==> config.mk <==
export PLATFORM = sky130hd
export DESIGN_NAME = ex_stage_hs_flat
export DESIGN_NICKNAME = d
export VERILOG_FILES = /design/src/rtl/merlin_pkg.sv /design/src/rtl/ex_stage_hs_if.sv /design/src/rtl/ex_stage_hs_alu_cmp.sv /design/src/rtl/ex_stage_hs.sv /design/src/flat_wrapper.sv
export SDC_FILE = /design/constraint.sdc
export NUM_CORES = 1
export LEC_CHECK = 0
export CAP_MARGIN = 20
export CORE_MARGIN = 1
export CORE_UTILIZATION = 55
export CTS_CLUSTER_SIZE = 14
export DETAILED_ROUTE_END_ITERATION = 8
export MAX_ROUTING_LAYER = met4
export PLACE_DENSITY = 0.95
export SLEW_MARGIN = 20
export SYNTH_ARGS = -nofsm -noshare
export SYNTH_HDL_FRONTEND = slang
export SYNTH_HIERARCHICAL = 1
export SYNTH_SLANG_ARGS = --single-unit
==> constraint.sdc <==
create_clock -name clk_i -period 3.11 [get_ports clk_i]
set_clock_uncertainty 0.2 [all_clocks]
set_input_delay 0.933 -clock clk_i [delete_from_list [all_inputs] [get_ports clk_i]]
set_output_delay 0.933 -clock clk_i [all_outputs]
set_load 0.02 [all_outputs]
==> src/rtl/merlin_pkg.sv <==
//------------------------------------------------------------------------------
// Module   : merlin_pkg
// Brief    : Shared types and constants for the Merlin execute stage.
// Revision : 1.0 - initial release
//------------------------------------------------------------------------------
`default_nettype none

package merlin_pkg;

  typedef enum logic [1:0] {
    ZONE_NONE    = 2'd0,
    ZONE_REGFILE = 2'd1,
    ZONE_LOADQ   = 2'd2,
    ZONE_STOREQ  = 2'd3
  } t_zone;

  localparam logic [3:0] C_ALU_ADD    = 4'd0;
  localparam logic [3:0] C_ALU_SUB    = 4'd1;
  localparam logic [3:0] C_ALU_SLL    = 4'd2;
  localparam logic [3:0] C_ALU_SLT    = 4'd3;
  localparam logic [3:0] C_ALU_SLTU   = 4'd4;
  localparam logic [3:0] C_ALU_XOR    = 4'd5;
  localparam logic [3:0] C_ALU_SRL    = 4'd6;
  localparam logic [3:0] C_ALU_SRA    = 4'd7;
  localparam logic [3:0] C_ALU_OR     = 4'd8;
  localparam logic [3:0] C_ALU_AND    = 4'd9;
  localparam logic [3:0] C_ALU_PASS_R = 4'd10;

  localparam logic [2:0] C_F3_BEQ  = 3'b000;
  localparam logic [2:0] C_F3_BNE  = 3'b001;
  localparam logic [2:0] C_F3_BLT  = 3'b100;
  localparam logic [2:0] C_F3_BGE  = 3'b101;
  localparam logic [2:0] C_F3_BLTU = 3'b110;
  localparam logic [2:0] C_F3_BGEU = 3'b111;

  function automatic bit xlen_legal(input int unsigned xlen);
    return (xlen == 32) || (xlen == 64);
  endfunction

endpackage

`default_nettype wire

==> src/rtl/ex_stage_hs_if.sv <==
//------------------------------------------------------------------------------
// Module   : ex_stage_hs_if
// Brief    : Decoder-to-execute dav/ack instruction bus. The ilen field only
//            exists when MERLIN_RVC_EN is defined.
// Revision : 1.0 - initial release
//------------------------------------------------------------------------------
`default_nettype none

interface ex_stage_hs_if
  import merlin_pkg::*;
#(
  parameter int C_XLEN     = 32,
  parameter int C_ALU_OP_W = 4
);
  logic                  dav;
  logic                  ack;
  t_zone                 zone;
  logic [C_ALU_OP_W-1:0] alu_op;
  logic                  branch;
  logic                  jump;
  logic                  link;
`ifdef MERLIN_RVC_EN
  logic                  ilen;
`endif
  logic [C_XLEN-1:0]     pc;
  logic [C_XLEN-1:0]     operand_left;
  logic [C_XLEN-1:0]     operand_right;
  logic [C_XLEN-1:0]     regs1_data;
  logic [C_XLEN-1:0]     regs2_data;
  logic [4:0]            regd_addr;
  logic [2:0]            funct3;
  logic                  csr_access;

  modport master (
    input  ack,
    output dav, zone, alu_op, branch, jump, link, pc, operand_left,
           operand_right, regs1_data, regs2_data, regd_addr, funct3, csr_access
`ifdef MERLIN_RVC_EN
    , ilen
`endif
  );

  modport slave (
    output ack,
    input  dav, zone, alu_op, branch, jump, link, pc, operand_left,
           operand_right, regs1_data, regs2_data, regd_addr, funct3, csr_access
`ifdef MERLIN_RVC_EN
    , ilen
`endif
  );

endinterface

`default_nettype wire

==> src/rtl/ex_stage_hs_alu_cmp.sv <==
//------------------------------------------------------------------------------
// Module   : alu_cmp
// Brief    : Combinational ALU and branch comparator.
// Revision : 1.0 - initial release
//------------------------------------------------------------------------------
`default_nettype none

module alu_cmp
  import merlin_pkg::*;
#(
  parameter int C_XLEN     = 32,
  parameter int C_ALU_OP_W = 4
) (
  input  logic [C_ALU_OP_W-1:0] i_alu_op,
  input  logic [C_XLEN-1:0]     i_left,
  input  logic [C_XLEN-1:0]     i_right,
  input  logic [2:0]            i_funct3,
  input  logic [C_XLEN-1:0]     i_cmp_left,
  input  logic [C_XLEN-1:0]     i_cmp_right,
  output logic [C_XLEN-1:0]     o_result,
  output logic                  o_cmp_true
);

  localparam int C_SH_W = $clog2(C_XLEN);

  logic [3:0]        w_op;
  logic [C_SH_W-1:0] w_shamt;
  logic              w_eq;
  logic              w_lt;
  logic              w_ltu;

  assign w_op    = i_alu_op[3:0];
  assign w_shamt = i_right[C_SH_W-1:0];
  assign w_eq    = (i_cmp_left == i_cmp_right);
  assign w_lt    = ($signed(i_cmp_left) < $signed(i_cmp_right));
  assign w_ltu   = (i_cmp_left < i_cmp_right);

  always_comb begin
    o_result = '0;
    case (w_op)
      C_ALU_ADD:    o_result = i_left + i_right;
      C_ALU_SUB:    o_result = i_left - i_right;
      C_ALU_SLL:    o_result = i_left << w_shamt;
      C_ALU_SLT:    o_result = {{(C_XLEN-1){1'b0}}, $signed(i_left) < $signed(i_right)};
      C_ALU_SLTU:   o_result = {{(C_XLEN-1){1'b0}}, i_left < i_right};
      C_ALU_XOR:    o_result = i_left ^ i_right;
      C_ALU_SRL:    o_result = i_left >> w_shamt;
      C_ALU_SRA:    o_result = $unsigned($signed(i_left) >>> w_shamt);
      C_ALU_OR:     o_result = i_left | i_right;
      C_ALU_AND:    o_result = i_left & i_right;
      C_ALU_PASS_R: o_result = i_right;
      default:      o_result = '0;
    endcase
  end

  // Reserved funct3 encodings (010, 011) never take.
  always_comb begin
    o_cmp_true = 1'b0;
    case (i_funct3)
      C_F3_BEQ:  o_cmp_true = w_eq;
      C_F3_BNE:  o_cmp_true = !w_eq;
      C_F3_BLT:  o_cmp_true = w_lt;
      C_F3_BGE:  o_cmp_true = !w_lt;
      C_F3_BLTU: o_cmp_true = w_ltu;
      C_F3_BGEU: o_cmp_true = !w_ltu;
      default:   o_cmp_true = 1'b0;
    endcase
  end

endmodule

`default_nettype wire

==> src/rtl/ex_stage_hs.sv <==
//------------------------------------------------------------------------------
// Module   : ex_stage_hs
// Brief    : Merlin execute stage with dav/ack handshake, LSQ stall, branch
//            resolution and wrong-path squash. Optional: MERLIN_RVC_EN.
// Revision : 1.0 - initial release
//------------------------------------------------------------------------------
`default_nettype none

module ex_stage_hs
  import merlin_pkg::*;
#(
  parameter int C_XLEN     = 32,
  parameter int C_ALU_OP_W = 4
) (
  input  logic              clk_i,
  input  logic              resetb_i,
  input  logic              clk_en_i,
  ex_stage_hs_if.slave      ids,
  input  logic [C_XLEN-1:0] csr_rd_data_i,
  output logic              wb_regd_wr_o,
  output logic [4:0]        wb_regd_addr_o,
  output logic [C_XLEN-1:0] wb_regd_data_o,
  output logic              hvec_vec_strobe_o,
  output logic [C_XLEN-1:0] hvec_vec_o,
  output logic              hvec_misalign_o,
  output logic [C_XLEN-1:0] hvec_pc_o,
  input  logic              lsq_lq_full_i,
  input  logic              lsq_sq_full_i,
  output logic              lsq_lq_wr_o,
  output logic              lsq_sq_wr_o,
  output logic [2:0]        lsq_funct3_o,
  output logic [4:0]        lsq_regd_addr_o,
  output logic [C_XLEN-1:0] lsq_regs2_data_o,
  output logic [C_XLEN-1:0] lsq_addr_o
);

  generate
    if (!xlen_legal(C_XLEN)) begin : g_bad_xlen
      $error("ex_stage_hs: C_XLEN must be 32 or 64");
    end
  endgenerate

  logic              r_wb_wr;
  logic [4:0]        r_wb_addr;
  logic [C_XLEN-1:0] r_wb_data;
  logic              r_vec_strobe;
  logic [C_XLEN-1:0] r_vec;
  logic              r_misalign;
  logic [C_XLEN-1:0] r_hvec_pc;
  logic              r_lq_wr;
  logic              r_sq_wr;
  logic [2:0]        r_lsq_funct3;
  logic [4:0]        r_lsq_regd_addr;
  logic [C_XLEN-1:0] r_lsq_regs2_data;
  logic [C_XLEN-1:0] r_lsq_addr;

  logic              w_stall;
  logic              w_ack;
  logic              w_live;
  logic              w_commit;
  logic              w_taken;
  logic              w_misalign;
  logic              w_cmp_true;
  logic [C_XLEN-1:0] w_alu;
  logic [C_XLEN-1:0] w_target;
  logic [C_XLEN-1:0] w_inc;
  logic [C_XLEN-1:0] w_wb_data;

  alu_cmp #(
    .C_XLEN     (C_XLEN),
    .C_ALU_OP_W (C_ALU_OP_W)
  ) u_alu_cmp (
    .i_alu_op    (ids.alu_op),
    .i_left      (ids.operand_left),
    .i_right     (ids.operand_right),
    .i_funct3    (ids.funct3),
    .i_cmp_left  (ids.regs1_data),
    .i_cmp_right (ids.regs2_data),
    .o_result    (w_alu),
    .o_cmp_true  (w_cmp_true)
  );

  assign w_stall  = (r_lq_wr && lsq_lq_full_i) || (r_sq_wr && lsq_sq_full_i);
  assign w_ack    = clk_en_i && !w_stall;
  assign ids.ack  = w_ack;

  // Anything accepted while a redirect/fault is visible is wrong-path work.
  assign w_live   = ids.dav && w_ack && !(r_vec_strobe || r_misalign);
  assign w_taken  = ids.jump || (ids.branch && w_cmp_true);
  assign w_target = {w_alu[C_XLEN-1:1], 1'b0};

`ifdef MERLIN_RVC_EN
  assign w_inc      = ids.ilen ? C_XLEN'(4) : C_XLEN'(2);
  assign w_misalign = 1'b0;
`else
  assign w_inc      = C_XLEN'(4);
  assign w_misalign = w_taken && w_target[1];
`endif

  // A faulting jump retires nothing: no link write and no LSQ entry.
  assign w_commit  = w_live && !w_misalign;
  assign w_wb_data = ids.csr_access ? csr_rd_data_i
                   : ids.link       ? (ids.pc + w_inc)
                   :                  w_alu;

  always_ff @(posedge clk_i or negedge resetb_i) begin
    if (!resetb_i) begin
      r_wb_wr      <= 1'b0;
      r_lq_wr      <= 1'b0;
      r_sq_wr      <= 1'b0;
      r_vec_strobe <= 1'b0;
      r_misalign   <= 1'b0;
    end else if (w_ack) begin
      r_wb_wr      <= w_commit && (ids.zone == ZONE_REGFILE) && (ids.regd_addr != 5'd0);
      r_lq_wr      <= w_commit && (ids.zone == ZONE_LOADQ);
      r_sq_wr      <= w_commit && (ids.zone == ZONE_STOREQ);
      r_vec_strobe <= w_live && w_taken && !w_misalign;
      r_misalign   <= w_live && w_misalign;
    end
  end

  always_ff @(posedge clk_i or negedge resetb_i) begin
    if (!resetb_i) begin
      r_wb_addr        <= '0;
      r_wb_data        <= '0;
      r_vec            <= '0;
      r_hvec_pc        <= '0;
      r_lsq_funct3     <= '0;
      r_lsq_regd_addr  <= '0;
      r_lsq_regs2_data <= '0;
      r_lsq_addr       <= '0;
    end else if (w_live) begin
      r_wb_addr        <= ids.regd_addr;
      r_wb_data        <= w_wb_data;
      r_vec            <= w_target;
      r_hvec_pc        <= ids.pc;
      r_lsq_funct3     <= ids.funct3;
      r_lsq_regd_addr  <= ids.regd_addr;
      r_lsq_regs2_data <= ids.regs2_data;
      r_lsq_addr       <= w_alu;
    end
  end

  assign wb_regd_wr_o      = r_wb_wr;
  assign wb_regd_addr_o    = r_wb_addr;
  assign wb_regd_data_o    = r_wb_data;
  assign hvec_vec_strobe_o = r_vec_strobe;
  assign hvec_vec_o        = r_vec;
  assign hvec_misalign_o   = r_misalign;
  assign hvec_pc_o         = r_hvec_pc;
  assign lsq_lq_wr_o       = r_lq_wr;
  assign lsq_sq_wr_o       = r_sq_wr;
  assign lsq_funct3_o      = r_lsq_funct3;
  assign lsq_regd_addr_o   = r_lsq_regd_addr;
  assign lsq_regs2_data_o  = r_lsq_regs2_data;
  assign lsq_addr_o        = r_lsq_addr;

endmodule

`default_nettype wire

==> src/flat_wrapper.sv <==
// flat-port wrapper written by rule: the top's interface ports become plain ports
module ex_stage_hs_flat import merlin_pkg::*;
#(
  parameter int C_XLEN     = 32,
  parameter int C_ALU_OP_W = 4
)
  (clk_i, resetb_i, clk_en_i, csr_rd_data_i, wb_regd_wr_o, wb_regd_addr_o, wb_regd_data_o, hvec_vec_strobe_o, hvec_vec_o, hvec_misalign_o, hvec_pc_o, lsq_lq_full_i, lsq_sq_full_i, lsq_lq_wr_o, lsq_sq_wr_o, lsq_funct3_o, lsq_regd_addr_o, lsq_regs2_data_o, lsq_addr_o, ids_ack, ids_dav, ids_zone, ids_alu_op, ids_branch, ids_jump, ids_link, ids_pc, ids_operand_left, ids_operand_right, ids_regs1_data, ids_regs2_data, ids_regd_addr, ids_funct3, ids_csr_access);
  ex_stage_hs_if #(.C_XLEN(C_XLEN), .C_ALU_OP_W(C_ALU_OP_W)) ids_i ();
  input  logic clk_i;
  input  logic resetb_i;
  input  logic clk_en_i;
  input  logic [C_XLEN-1:0] csr_rd_data_i;
  output logic wb_regd_wr_o;
  output logic [4:0] wb_regd_addr_o;
  output logic [C_XLEN-1:0] wb_regd_data_o;
  output logic hvec_vec_strobe_o;
  output logic [C_XLEN-1:0] hvec_vec_o;
  output logic hvec_misalign_o;
  output logic [C_XLEN-1:0] hvec_pc_o;
  input  logic lsq_lq_full_i;
  input  logic lsq_sq_full_i;
  output logic lsq_lq_wr_o;
  output logic lsq_sq_wr_o;
  output logic [2:0] lsq_funct3_o;
  output logic [4:0] lsq_regd_addr_o;
  output logic [C_XLEN-1:0] lsq_regs2_data_o;
  output logic [C_XLEN-1:0] lsq_addr_o;
  output wire logic [$bits(ids_i.ack)-1:0] ids_ack;
  input wire logic [$bits(ids_i.dav)-1:0] ids_dav;
  input wire logic [$bits(ids_i.zone)-1:0] ids_zone;
  input wire logic [$bits(ids_i.alu_op)-1:0] ids_alu_op;
  input wire logic [$bits(ids_i.branch)-1:0] ids_branch;
  input wire logic [$bits(ids_i.jump)-1:0] ids_jump;
  input wire logic [$bits(ids_i.link)-1:0] ids_link;
  input wire logic [$bits(ids_i.pc)-1:0] ids_pc;
  input wire logic [$bits(ids_i.operand_left)-1:0] ids_operand_left;
  input wire logic [$bits(ids_i.operand_right)-1:0] ids_operand_right;
  input wire logic [$bits(ids_i.regs1_data)-1:0] ids_regs1_data;
  input wire logic [$bits(ids_i.regs2_data)-1:0] ids_regs2_data;
  input wire logic [$bits(ids_i.regd_addr)-1:0] ids_regd_addr;
  input wire logic [$bits(ids_i.funct3)-1:0] ids_funct3;
  input wire logic [$bits(ids_i.csr_access)-1:0] ids_csr_access;
  assign ids_ack = ids_i.ack;
  assign ids_i.dav = ids_dav;
  assign ids_i.zone = ids_zone;
  assign ids_i.alu_op = ids_alu_op;
  assign ids_i.branch = ids_branch;
  assign ids_i.jump = ids_jump;
  assign ids_i.link = ids_link;
  assign ids_i.pc = ids_pc;
  assign ids_i.operand_left = ids_operand_left;
  assign ids_i.operand_right = ids_operand_right;
  assign ids_i.regs1_data = ids_regs1_data;
  assign ids_i.regs2_data = ids_regs2_data;
  assign ids_i.regd_addr = ids_regd_addr;
  assign ids_i.funct3 = ids_funct3;
  assign ids_i.csr_access = ids_csr_access;
  ex_stage_hs #(.C_XLEN(C_XLEN), .C_ALU_OP_W(C_ALU_OP_W)) u_core (.clk_i(clk_i), .resetb_i(resetb_i), .clk_en_i(clk_en_i), .ids(ids_i), .csr_rd_data_i(csr_rd_data_i), .wb_regd_wr_o(wb_regd_wr_o), .wb_regd_addr_o(wb_regd_addr_o), .wb_regd_data_o(wb_regd_data_o), .hvec_vec_strobe_o(hvec_vec_strobe_o), .hvec_vec_o(hvec_vec_o), .hvec_misalign_o(hvec_misalign_o), .hvec_pc_o(hvec_pc_o), .lsq_lq_full_i(lsq_lq_full_i), .lsq_sq_full_i(lsq_sq_full_i), .lsq_lq_wr_o(lsq_lq_wr_o), .lsq_sq_wr_o(lsq_sq_wr_o), .lsq_funct3_o(lsq_funct3_o), .lsq_regd_addr_o(lsq_regd_addr_o), .lsq_regs2_data_o(lsq_regs2_data_o), .lsq_addr_o(lsq_addr_o));
endmodule
==> impl_metrics.json, run 1 <==
{
  "cts_resized": 725,
  "place_hpwl_um": 71600,
  "place.gp.congestion": 1.36,
  "error": "[ERROR DPL-0033] detailed placement checks failed during check placement.",
  "seq_area_frac_synth": 0.215,
  "start_util": 0.566,
  "die_y_um": 175,
  "synthFlopType": "dfrtp_1",
  "synthCells": 2291,
  "netlist_area_um2": 16400,
  "htree_levels": 4,
  "cts_root_buf": "clkbuf_16",
  "cts_hold_buf": 0,
  "cts_buffers": 17,
  "cts.sinks": 141,
  "haltStage": "clock tree synthesis (4_1_cts)",
  "cts_setup_buffers": 112,
  "syn-num-nets": 2639,
  "post_synth.cell_area_avg_um2": 7.17,
  "yosysWarnings": 6,
  "outcome": "did not finish",
  "synth_edf_count": 0,
  "fp.dieW_um": 175,
  "async_flop_share": 1.00,
  "core.rowCount": 62,
  "ys_ff_latch": 141,
  "io_pins": 395,
  "port_buffers": 393,
  "ctsLongestPathBuffers": 2,
  "yosys.cell_types.count": 93
}
## synth_stat cells (all sizes together) (7+ instances only)
cell | count | area share
o2111ai | 10 | 0.0053
xor2 | 10 | 0.0053
a21oi | 188 | 0.057
o21bai | 17 | 0.0078
a21o | 36 | 0.016
nor2 | 211 | 0.048
and3 | 12 | 0.0046
clkbuf | 90 | 0.021
mux2i | 69 | 0.042
nand3 | 49 | 0.015
a221oi | 45 | 0.024
ha | 130 | 0.099
a31oi | 23 | 0.0088
o221ai | 10 | 0.0053
nor4 | 19 | 0.0098
o31ai | 20 | 0.011
o22ai | 30 | 0.011
or3 | 14 | 0.0056
nand2b | 20 | 0.0076
and2 | 12 | 0.0046
buf | 98 | 0.036
mux4 | 8 | 0.011
o211ai | 25 | 0.011
mux2 | 15 | 0.010
inv | 128 | 0.029
dfrtp | 141 | 0.21
or2 | 7 | 0.0027
nand2 | 445 | 0.10
nor2b | 21 | 0.0080
nand4 | 36 | 0.015
nor3 | 38 | 0.012
a211oi | 38 | 0.017
o21ai | 129 | 0.039
xnor2 | 16 | 0.0085
a221o | 14 | 0.0085
a22oi | 21 | 0.0096
## cells by family after synthesis
kind of cell | after synthesis | share of synthesized area
AOI/OAI and AO/OA | 680 | 0.276
xor gates and xnor gates | 26 | 0.0139
adders and majority gates | 132 | 0.101
buffers and inverters | 317 | 0.0867
DFF | 141 | 0.215
muxes | 92 | 0.0633
other | 1 | 0.000228
and+or+nand+nor | 902 | 0.244
## metrics by stage
stage	worst slack [ns]	std cells	setup TNS [ns]	utilization	instance area, um^2
3_5_place_dp	-2.17	3462	-100.11	0.851	24700
3_3_place_gp	-1.88	3462	-85.56	0.851	24700
2_1_floorplan	-1.09	2291	-29.89	-	16900
==> run 2, diff against run 1 <==
--- a/config.mk
+++ b/config.mk
@@ -7,11 +7,9 @@
 export LEC_CHECK = 0
 export CAP_MARGIN = 20
 export CORE_MARGIN = 1
-export CORE_UTILIZATION = 55
-export CTS_CLUSTER_SIZE = 14
+export CORE_UTILIZATION = 40
 export DETAILED_ROUTE_END_ITERATION = 8
-export MAX_ROUTING_LAYER = met4
-export PLACE_DENSITY = 0.95
+export PLACE_DENSITY_LB_ADDON = 0.15
 export SLEW_MARGIN = 20
 export SYNTH_ARGS = -nofsm -noshare
 export SYNTH_HDL_FRONTEND = slang
==> run 2 against run 1 <==
  * The flow now finishes, with violations (negative setup slack)
  * Synthesized area did not move
  * Synthesized cell count stayed put
==> impl_metrics.json, run 2 <==
{
  "synth-simple-area-share": 0.244,
  "cts_tree": "done",
  "dr.pass1.iters": 6,
  "seq_area_frac_synth": 0.215,
  "finalHoldViolations": 0,
  "synthCells": 2291,
  "final_util": 0.736,
  "cts_buffers": 17,
  "synth_top_family_by_area": "compound AO/OA/AOI/OAI gates",
  "worstPathMaxFanout": 3,
  "synth_top_cell_area_share": 0.215,
  "cp.buffers_inverters": 5,
  "synthFlopType": "dfrtp_1",
  "overflow": 0,
  "ant_nets": 0,
  "yosys.cell_types.count": 93,
  "drc": 0,
  "outcome": "finished with violations",
  "synth.most_common_cell": "nand2_1",
  "syn-num-nets": 2639,
  "core.rowCount": 73,
  "critPathKind": "in2reg",
  "powerDensity_nw_per_um2": 408,
  "maxCapViolations": 0,
  "netlist_area_um2": 16400,
  "synth_xor_area_frac": 0.0139,
  "htree_levels": 4,
  "clkLatencyLatePin_ns": 0.44,
  "drt-vias-per-instance": 5.97,
  "synthTopCellsByArea": "dfrtp_1 (21%), nand2_1 (10%), ha_1 (9.9%), a21oi_1 (5.7%), nor2_1 (4.8%)",
  "rsz0062_at_grt": "true",
  "antenna_found_initial": 2,
  "crit_slowest_cell": "a2111o_1",
  "place.gp.congestion": 1.08,
  "p_leak_uw": 0.0138,
  "ctsLongestPathBuffers": 2,
  "ys_ff_latch": 141,
  "dp_slack_ns": -1.98,
  "crit_path_end_kind": "flip-flop",
  "cpLargestDelayFamily": "compound AO/OA/AOI/OAI gates",
  "fin_crit_sh": 1.37,
  "port_buffers": 393,
  "fillers": 2996,
  "irDropWorstVdd_uv": 423,
  "hp-class": "in2async",
  "slew_violations": 0,
  "die_y_um": 205,
  "fin_nets": 3640,
  "worstSetupStartpointType": "primary input",
  "vias": 22877,
  "synth_edf_count": 0,
  "finalCriticalPeriod_ns": 4.26,
  "clkTransAtPathRegs_ns": 0.07,
  "cp.arrival_ns": 4.35,
  "timing.rr.start": "u_core/hvec_misalign_o$_DFFE_PN0N_",
  "async_flop_share": 1.00,
  "violations": "negative setup slack",
  "grt_pass1_wl_um": 132000,
  "yosysWarnings": 6,
  "crit_chain": "buf_8 > inv_4 > ha_4 > fa_2 > o21ba_4 > nor4_4 > o211ai_1 > a2111o_1 > buf_4 > buf_6 > nand4_1 > a41o_1 > buf_6 > a21oi_4 > nor4_4 > a21oi_2 > a221oi_2 > o22ai_1",
  "synth-adder-area-share": 0.101,
  "post_synth.cell_area_avg_um2": 7.17,
  "setup_viol": 69,
  "start_util": 0.410,
  "grt_max_degree": 99,
  "drt-wirelength-per-cell_um": 24.3,
  "fp.dieW_um": 205,
  "yosys.area.top_type": "dfrtp_1",
  "cts_root_buf": "clkbuf_16",
  "synthMuxAreaShare": 0.0633,
  "core-area_um2": 40100,
  "drive_gt1_frac": 0.391,
  "layout_common_cells": "buf_4 (688), nand2_1 (417), clkdlybuf4s50_1 (307), nor2_1 (176), dfrtp_1 (141)",
  "tightest_slew_ns": 0.868,
  "final_common_cell": "buf_4",
  "synth_compound_area_frac": 0.276,
  "die-area_um2": 41900,
  "cp.required_ns": 3.20,
  "grt.total_usage": 0.417,
  "slew_headroom": 0.421,
  "grt_pass1_vias": 22077,
  "ys_top_cells_by_count": "nand2_1 (445), nor2_1 (211), a21oi_1 (187)",
  "io_pins": 395,
  "first_iter_violations": 2242,
  "area_growth_pct": 79.6,
  "cp_slowest_stage_delay_ns": 0.54,
  "place_hpwl_um": 71000,
  "routed_wl_um": 92900,
  "cts.sinks": 141,
  "layout_setup_ws_ns": -1.15,
  "timing.fmax_mhz": 235,
  "startpoint": "ids_operand_left[0]"
}
-- run 2: cell counts after synthesis --
Identical to the previous run, type by type.
-- run 2: what timing repair did --
action | 4_1_cts | 5_1_grt
hold endpoints to repair | 0 | 0
hold buffers | 0 | 0
resized for setup | 399 | 318
setup endpoints to repair | 70 | 70
buffers inserted | 47 | 50
pin swaps | 126 | 140
cloned | 6 | 0
-- run 2: worst register-to-register path: stages, from the launching register on --
cell	delay (ns)
dfrtp_1	0.41
nor3b_1	0.21
buf_4	0.17
nand4_1	0.19
buf_12	0.25
buf_12	0.27
a21oi_1	0.22
a21oi_2	0.08
-- run 2: through the flow --
stage | total power (uW) | setup TNS [ns] | hold WS (ns) | instances | area (um^2)
2_1_floorplan | 5670 | -29.89 | 0.389 | 2291 | 16900
5_1_grt | 12500 | -47.59 | 0.210 | 3831 | 29500
4_1_cts | 11500 | -37.33 | 0.201 | 3793 | 28100
3_3_place_gp | 8920 | -91.45 | 0.256 | 3711 | 25600
6_report | 12000 | -44.89 | 0.192 | 3832 | 29500
3_5_place_dp | 9030 | -94.53 | 0.262 | 3711 | 25600
-- run 2: kinds of logic (layout without fill, tap and decap cells) --
group	Yosys count	in the layout
and+or+nand+nor	902	902
xor gates and xnor gates	26	26
adders and majority gates	132	132
other	1	3
buffers and inverters	317	1331
muxes	92	92
DFF	141	141
AOI/OAI and AO/OA	680	680
-- run 2: metal layers --
layer / GRT usage / wire length (um)
met1: 0.524 / 36100
met2: 0.679 / 42900
met3: 0.0822 / 8770
met5: 0 / 13
met4: 0.204 / 5190
-- run 2: area by class of cell --
cell class / instances / area (um^2) / share of cell area
multi-input cells: 1833 / 14000 / 0.473
repair buffers: 1170 / 10300 / 0.349
flip-flops and latches: 141 / 3530 / 0.120
well taps: 525 / 657 / 0.0223
inverters: 129 / 508 / 0.0172
clock buffers: 19 / 443 / 0.0150
clock inverters: 13 / 131 / 0.00445
diodes: 2 / 5.00 / 0.000170
-- run 2: worst paths after layout --
path                                                                 to  slack, ns  cells after the start
max in group asynchronous              u_core/hvec_pc_o[26]$_DFFE_PN0P_       1.79                      2
worst max register to register    u_core/wb_regd_data_o[10]$_DFFE_PN0P_       0.99                      7
worst max-delay path              u_core/wb_regd_data_o[26]$_DFFE_PN0P_      -1.15                     18
min in group clk_i               u_core/lsq_regs2_data_o[0]$_DFFE_PN0P_       0.28                      2
worst min register to register   u_core/lsq_regs2_data_o[0]$_DFFE_PN0P_       0.28                      2
worst min-delay path            u_core/lsq_regs2_data_o[14]$_DFFE_PN0P_       0.19                      1
-- run 2: power breakdown --
part / leakage [uW] / internal [uW] / switching [uW]
clock: 0.000265 / 1140 / 918
sequential: 0.00175 / 2360 / 409
combinational: 0.0118 / 3400 / 3820
total: 0.0138 / 6890 / 5140
Note: power is estimated with default switching activity, not from simulation.
